<file path="config.mk">
export PLATFORM = sky130hd
export DESIGN_NAME = memory_access_stage
export DESIGN_NICKNAME = d
export VERILOG_FILES = /design/src/rtl/riscv_pkg.sv /design/src/rtl/load_store_align.sv /design/src/rtl/memory_access_stage.sv
export SDC_FILE = /design/constraint.sdc
export NUM_CORES = 1
export LEC_CHECK = 0
export ABC_AREA = 1
export BUFFER_PORTS_ARGS = -buffer_cell sky130_fd_sc_hd__clkbuf_2
export CAP_MARGIN = 20
export CORE_MARGIN = 10
export CORE_UTILIZATION = 48
export DETAILED_ROUTE_END_ITERATION = 7
export PLACE_DENSITY_LB_ADDON = 0.1
export SYNTH_ARGS = -nofsm -noshare
export SYNTH_HDL_FRONTEND = slang
export SYNTH_SLANG_ARGS = --single-unit
</file>
<file path="constraint.sdc">
create_clock -name clk -period 5.7 [get_ports clk]
set_input_delay 0.57 -clock clk [delete_from_list [all_inputs] [get_ports clk]]
set_output_delay 0.57 -clock clk [all_outputs]
set_load 0.01 [all_outputs]
</file>
<file path="src/rtl/riscv_pkg.sv">
// Shared pipeline definitions: load/store size encodings, MEM-stage FSM states
// and the bundle registered between MEM and write-back.
package riscv_pkg;

  localparam logic [2:0] F3_B  = 3'b000;
  localparam logic [2:0] F3_H  = 3'b001;
  localparam logic [2:0] F3_W  = 3'b010;
  localparam logic [2:0] F3_BU = 3'b100;
  localparam logic [2:0] F3_HU = 3'b101;

  typedef enum logic {
    MEM_IDLE = 1'b0,
    MEM_WAIT = 1'b1
  } mem_state_t;

  typedef struct packed {
    logic        valid;
    logic        reg_write;
    logic        mem_to_reg;
    logic [31:0] alu_result;
    logic [31:0] read_data;
    logic [4:0]  rd;
  } wb_bundle_t;

endpackage

</file>
<file path="src/rtl/load_store_align.sv">
// Byte-lane steering for stores and lane select plus sign/zero extension for loads.
// Purely combinational; no handshake.
module load_store_align
  import riscv_pkg::*;
(
  input  logic [2:0]  funct3,
  input  logic [1:0]  addr_lo,
  input  logic [31:0] rs2_data,
  input  logic [31:0] dmem_rdata,
  output logic [3:0]  wstrb,
  output logic [31:0] wdata,
  output logic [31:0] load_data
);

  logic [7:0]  byte_sel;
  logic [15:0] half_sel;

  assign byte_sel = dmem_rdata[8*addr_lo +: 8];
  assign half_sel = addr_lo[1] ? dmem_rdata[31:16] : dmem_rdata[15:0];

  always_comb begin
    wstrb     = 4'b1111;
    wdata     = rs2_data;
    load_data = dmem_rdata;
    case (funct3)
      F3_B, F3_BU: begin
        wstrb     = 4'b0001 << addr_lo;
        wdata     = {4{rs2_data[7:0]}};
        load_data = (funct3 == F3_B) ? {{24{byte_sel[7]}}, byte_sel}
                                     : {24'h0, byte_sel};
      end
      F3_H, F3_HU: begin
        // Halfword lanes follow addr[1] only; addr[0] is either trapped or ignored.
        wstrb     = 4'b0011 << {addr_lo[1], 1'b0};
        wdata     = {2{rs2_data[15:0]}};
        load_data = (funct3 == F3_H) ? {{16{half_sel[15]}}, half_sel}
                                     : {16'h0, half_sel};
      end
      default: ;
    endcase
  end

endmodule

</file>
<file path="src/rtl/memory_access_stage.sv">
// MEM stage + MEM/WB register: 1 cycle zero-wait, 1+N with N dmem wait cycles; stalls upstream
// and inserts bubbles while dmem_ready is low. MISALIGN_TRAP_EN adds wb_misaligned trapping.
module memory_access_stage
  import riscv_pkg::*;
(
  input  logic        clk,
  input  logic        rst,
  input  logic        mem_valid,
  input  logic        mem_RegWrite,
  input  logic        mem_MemtoReg,
  input  logic        mem_MemRead,
  input  logic        mem_MemWrite,
  input  logic [2:0]  mem_funct3,
  input  logic [31:0] mem_alu_result,
  input  logic [31:0] mem_rs2_data,
  input  logic [4:0]  mem_rd,
  output logic        mem_stall,
  output logic        dmem_req,
  output logic        dmem_we,
  output logic [31:0] dmem_addr,
  output logic [3:0]  dmem_wstrb,
  output logic [31:0] dmem_wdata,
  input  logic [31:0] dmem_rdata,
  input  logic        dmem_ready,
  output logic        wb_valid,
  output logic        wb_RegWrite,
  output logic        wb_MemtoReg,
  output logic [31:0] wb_alu_result,
  output logic [31:0] wb_read_data,
  output logic [4:0]  wb_rd
`ifdef MISALIGN_TRAP_EN
  ,
  output logic        wb_misaligned
`endif
);

  mem_state_t state, state_nxt;
  wb_bundle_t wb_q;
  logic       mem_op;
  logic       misaligned;
  logic [3:0] lane_wstrb;
  logic [31:0] load_ext;

  assign mem_op = mem_valid & (mem_MemRead | mem_MemWrite);

`ifdef MISALIGN_TRAP_EN
  always_comb begin
    misaligned = 1'b0;
    case (mem_funct3)
      F3_H, F3_HU: misaligned = mem_alu_result[0];
      F3_W:        misaligned = |mem_alu_result[1:0];
      default:     misaligned = 1'b0;
    endcase
    misaligned = misaligned & mem_op;
  end
`else
  assign misaligned = 1'b0;
`endif

  assign dmem_req   = mem_op & ~misaligned;
  assign dmem_we    = dmem_req & mem_MemWrite;
  assign dmem_addr  = dmem_req ? {mem_alu_result[31:2], 2'b00} : 32'h0;
  assign dmem_wstrb = dmem_we ? lane_wstrb : 4'b0000;
  assign mem_stall  = dmem_req & ~dmem_ready;

  load_store_align u_align (
    .funct3     (mem_funct3),
    .addr_lo    (mem_alu_result[1:0]),
    .rs2_data   (mem_rs2_data),
    .dmem_rdata (dmem_rdata),
    .wstrb      (lane_wstrb),
    .wdata      (dmem_wdata),
    .load_data  (load_ext)
  );

  // A request that disappears while waiting can only come from a flush; drop back to IDLE.
  always_comb begin
    state_nxt = state;
    case (state)
      MEM_IDLE: if (dmem_req && !dmem_ready) state_nxt = MEM_WAIT;
      MEM_WAIT: if (dmem_ready || !dmem_req) state_nxt = MEM_IDLE;
      default:  state_nxt = MEM_IDLE;
    endcase
  end

  always_ff @(posedge clk or posedge rst) begin
    if (rst) state <= MEM_IDLE;
    else     state <= state_nxt;
  end

  always_ff @(posedge clk or posedge rst) begin
    if (rst) begin
      wb_q <= '0;
    end else if (mem_stall) begin
      wb_q.valid     <= 1'b0;
      wb_q.reg_write <= 1'b0;
    end else begin
      wb_q.valid      <= mem_valid;
      wb_q.reg_write  <= mem_RegWrite & mem_valid & ~misaligned;
      wb_q.mem_to_reg <= mem_MemtoReg;
      wb_q.alu_result <= mem_alu_result;
      wb_q.read_data  <= load_ext;
      wb_q.rd         <= mem_rd;
    end
  end

`ifdef MISALIGN_TRAP_EN
  always_ff @(posedge clk or posedge rst) begin
    if (rst)            wb_misaligned <= 1'b0;
    else if (mem_stall) wb_misaligned <= 1'b0;
    else                wb_misaligned <= misaligned;
  end
`endif

  assign wb_valid      = wb_q.valid;
  assign wb_RegWrite   = wb_q.reg_write;
  assign wb_MemtoReg   = wb_q.mem_to_reg;
  assign wb_alu_result = wb_q.alu_result;
  assign wb_read_data  = wb_q.read_data;
  assign wb_rd         = wb_q.rd;

endmodule

</file>
==> summary.md <==
| Metric | Value |
|---|---|
| Status | `complete, no violations` |
| IO Pins | `255` |
| Final Util | `64.4%` |
| Count leader, synth | `nand2_1` |
| Number of register bits inferred by synthesis | `72` |
| CTS resizes | `0` |
| Number of synthesized flops with an enable pin | `0` |
| Grt met3 use | `7.91%` |
| Drt pass-1 iters | `5` |
| Fillcell total | `843` |
| Post CTS Setup Buffer Count | `0` |
| Initial Util | `49.8%` |
| H-tree level count | `3` |
| Multiplexer area fraction after synthesis | `0%` |
| Total global-route track usage | `21.7%` |
| Fin Clk Skew | `0 ns` |
| RePlAce Congestion | `0.875` |
| Final wirelength | `14.9 mm` |
| Core area | `8810 um2` |
| Slew Limit Fails | `0` |
| Total gr overflow | `0` |
| Fin area | `5670 um2` |
| Area share of fa/ha/maj cells after synthesis | `0%` |
| CTS root buffer | `clkbuf_8` |
| Die Ht | `116 um` |
| RSZ-0062 raised after global routing | `false` |
| Largest net degree at the start of global routing | `73` |
| DRT antenna net count | `0` |
| Relative slew slack | `38.4%` |
| Met2 Resource Use GR | `37.0%` |
| DP HPWL | `12.0 mm` |
| Worst-margin pin slew | `0.923 ns` |
| Clk buf depth | `2` |
| Initial DRC count | `302` |
| Final nets | `976` |
| Arr. time, crit path | `2.39 ns` |
| Post-synthesis compound-gate area fraction | `11.9%` |
| Dpl cell area | `5510 um2` |
| Setup TNS | `0 ns` |
| DR WL/cell | `15.3 um` |
| Most used routing layer | `met2` |
| Lkg Pwr | `0.00352 uW` |
| XOR/XNOR share of the synthesized area | `0%` |
| Syn Area/Cell | `6.83 um2` |
| Minimum clock period | `2.96 ns` |
| Pwr/cell area | `227 nW/um2` |
| CTS tree | `done` |
| Vias in the first global route | `4,775` |
| Met1 Usage GRT | `25.3%` |
| Async SR Flop Fraction | `100%` |
| Max Freq | `0.338 GHz` |
| Die footprint | `13,400 um2` |
| Share of layout cells above drive strength 1 | `33.1%` |
| Syn. warnings | `0` |
| Critical Path Fanout Max | `72` |
| Post-synth top area cell | `dfrtp_1` |
| First-pass GRT wire length | `23.6 mm` |
| MaxCap Viol Count | `0` |
| Port bufs | `252` |
| Hold buffers post-CTS | `0` |
| Syn Std Cell Area | `4380 um2` |
| Post-Synth Simple-Gate Area | `30.8%` |
| Area growth, synth to finish | `29.4%` |
| Most common library cells after synthesis | `188 x nand2_1, 107 x inv_1, 83 x nor2_1, 72 x dfrtp_1, 56 x o21ai_0` |
| Top-area cell type share of the netlist area | `41.1%` |
| Clock Pin Slew Worst Setup and Hold Paths | `0.07 ns` |
| Setup crit end kind | `output pin` |
| Period utilization | `52.0%` |
| CP startpoint kind | `primary input` |
| Crit Path Category | `primary input to output pin` |
| Synth Instances | `642` |
| Largest family of logic cells by synthesized area | `simple AND/OR/NAND/NOR gates` |
| Die Wd | `116 um` |
| DR vias | `4,708` |
| Residual DRC count | `0` |
| Hold Violations, Final | `0` |
| Main synth FF type | `dfrtp_1` |
| Worst-Skew Late Latency | `0.33 ns` |
| WP data required | `5.13 ns` |
| Final Setup Violations | `0` |
| Synth area leaders | `dfrtp_1 41%, nand2_1 16%, inv_1 9.2%` |
| TritonCTS Buffers | `9` |
| Number of antenna violations at the first check in global routing | `0` |
| ANT cells | `0` |
| Seq/Total Area, Yosys | `41.1%` |
| Worst min-delay path class | `primary input to register` |
| Site Rows | `34` |
| Worst vdd ir | `114 uV` |
| Vias per cell | `4.82` |
| Clock Sinks | `72` |
| Yosys cell types | `28` |
[flip-flops by register name (all words and copies together), names as in the netlist]
name,cells
wb_alu_result,32
wb_read_data,32
wb_rd,5
wb_MemtoReg,1
wb_RegWrite,1
wb_valid,1
[stage by stage]
step	hold WS [ns]	instances	total power [uW]	setup slack (ns)
2_1_floorplan	0.509	643	800	3.31
6_report	0.427	976	1290	2.74
3_3_place_gp	0.456	961	953	2.73
3_5_place_dp	0.458	961	962	2.74
4_1_cts	0.412	976	1300	2.73
5_1_grt	0.425	976	1370	2.46
[metal layers]
layer	routed length [um]	up-vias
li1	-	2358
met1	5970	2136
met2	7130	193
met3	1580	21
met4	231	0
met5	0	-
[report_power, final]
part           total [uW]  leakage [uW]  switching (uW)  internal [uW]
Combinational         360       0.00258             224            136
Clock                 339     0.0000886             186            154
Sequential            587      0.000858            25.7            562
Total                1290       0.00352             435            851
[final cells by class]
cell class / instances / area, um2 / area share (%)
inverters: 112 / 425 / 7.50
well taps: 108 / 135 / 2.38
flip-flops and latches: 72 / 1800 / 31.8
clock buffers: 9 / 124 / 2.18
repair buffers: 253 / 1270 / 22.4
multi-input cells: 416 / 1880 / 33.1
clock inverters: 6 / 37.5 / 0.662
[critical path, stage by stage]
cell and delay [ns]:
clkbuf_2 0.08, inv_1 0.06, nor2_4 0.16, nand2_4 0.37
inv_2 0.85, clkbuf_2 0.27
[layout by cell type (no fill, tap or decap), types with 9 or more instances in the layout]
cell,count
clkbuf_2,252
a21oi_1,22
dfrtp_1,72
or2_0,12
nor2_1,83
o21ai_0,56
nand3_1,25
inv_1,106
nand2_1,188
clkbuf_8,9
[worst paths after layout]
check | slack [ns] | depth (start not counted) | from | end
setup / recovery | 2.74 | 6 | mem_valid | mem_stall
hold / removal | 0.43 | 3 | mem_RegWrite | wb_RegWrite
setup reg to reg | 4.88 | 3 | wb_read_data[6] | wb_read_data[6]
hold reg to reg | 0.47 | 2 | wb_MemtoReg | wb_MemtoReg
max in group asynchronous | 4.64 | 3 | rst | wb_read_data[15]
min in group asynchronous | 0.48 | 3 | rst | wb_read_data[19]
[logic make-up after synthesis]
group                  count (synthesis)
AOI/OAI and AO/OA                     92
buffers and inverters                155
DFF                                   72
other                                  1
and+or+nand+nor                      322
Power figures use the tool's default switching activity.
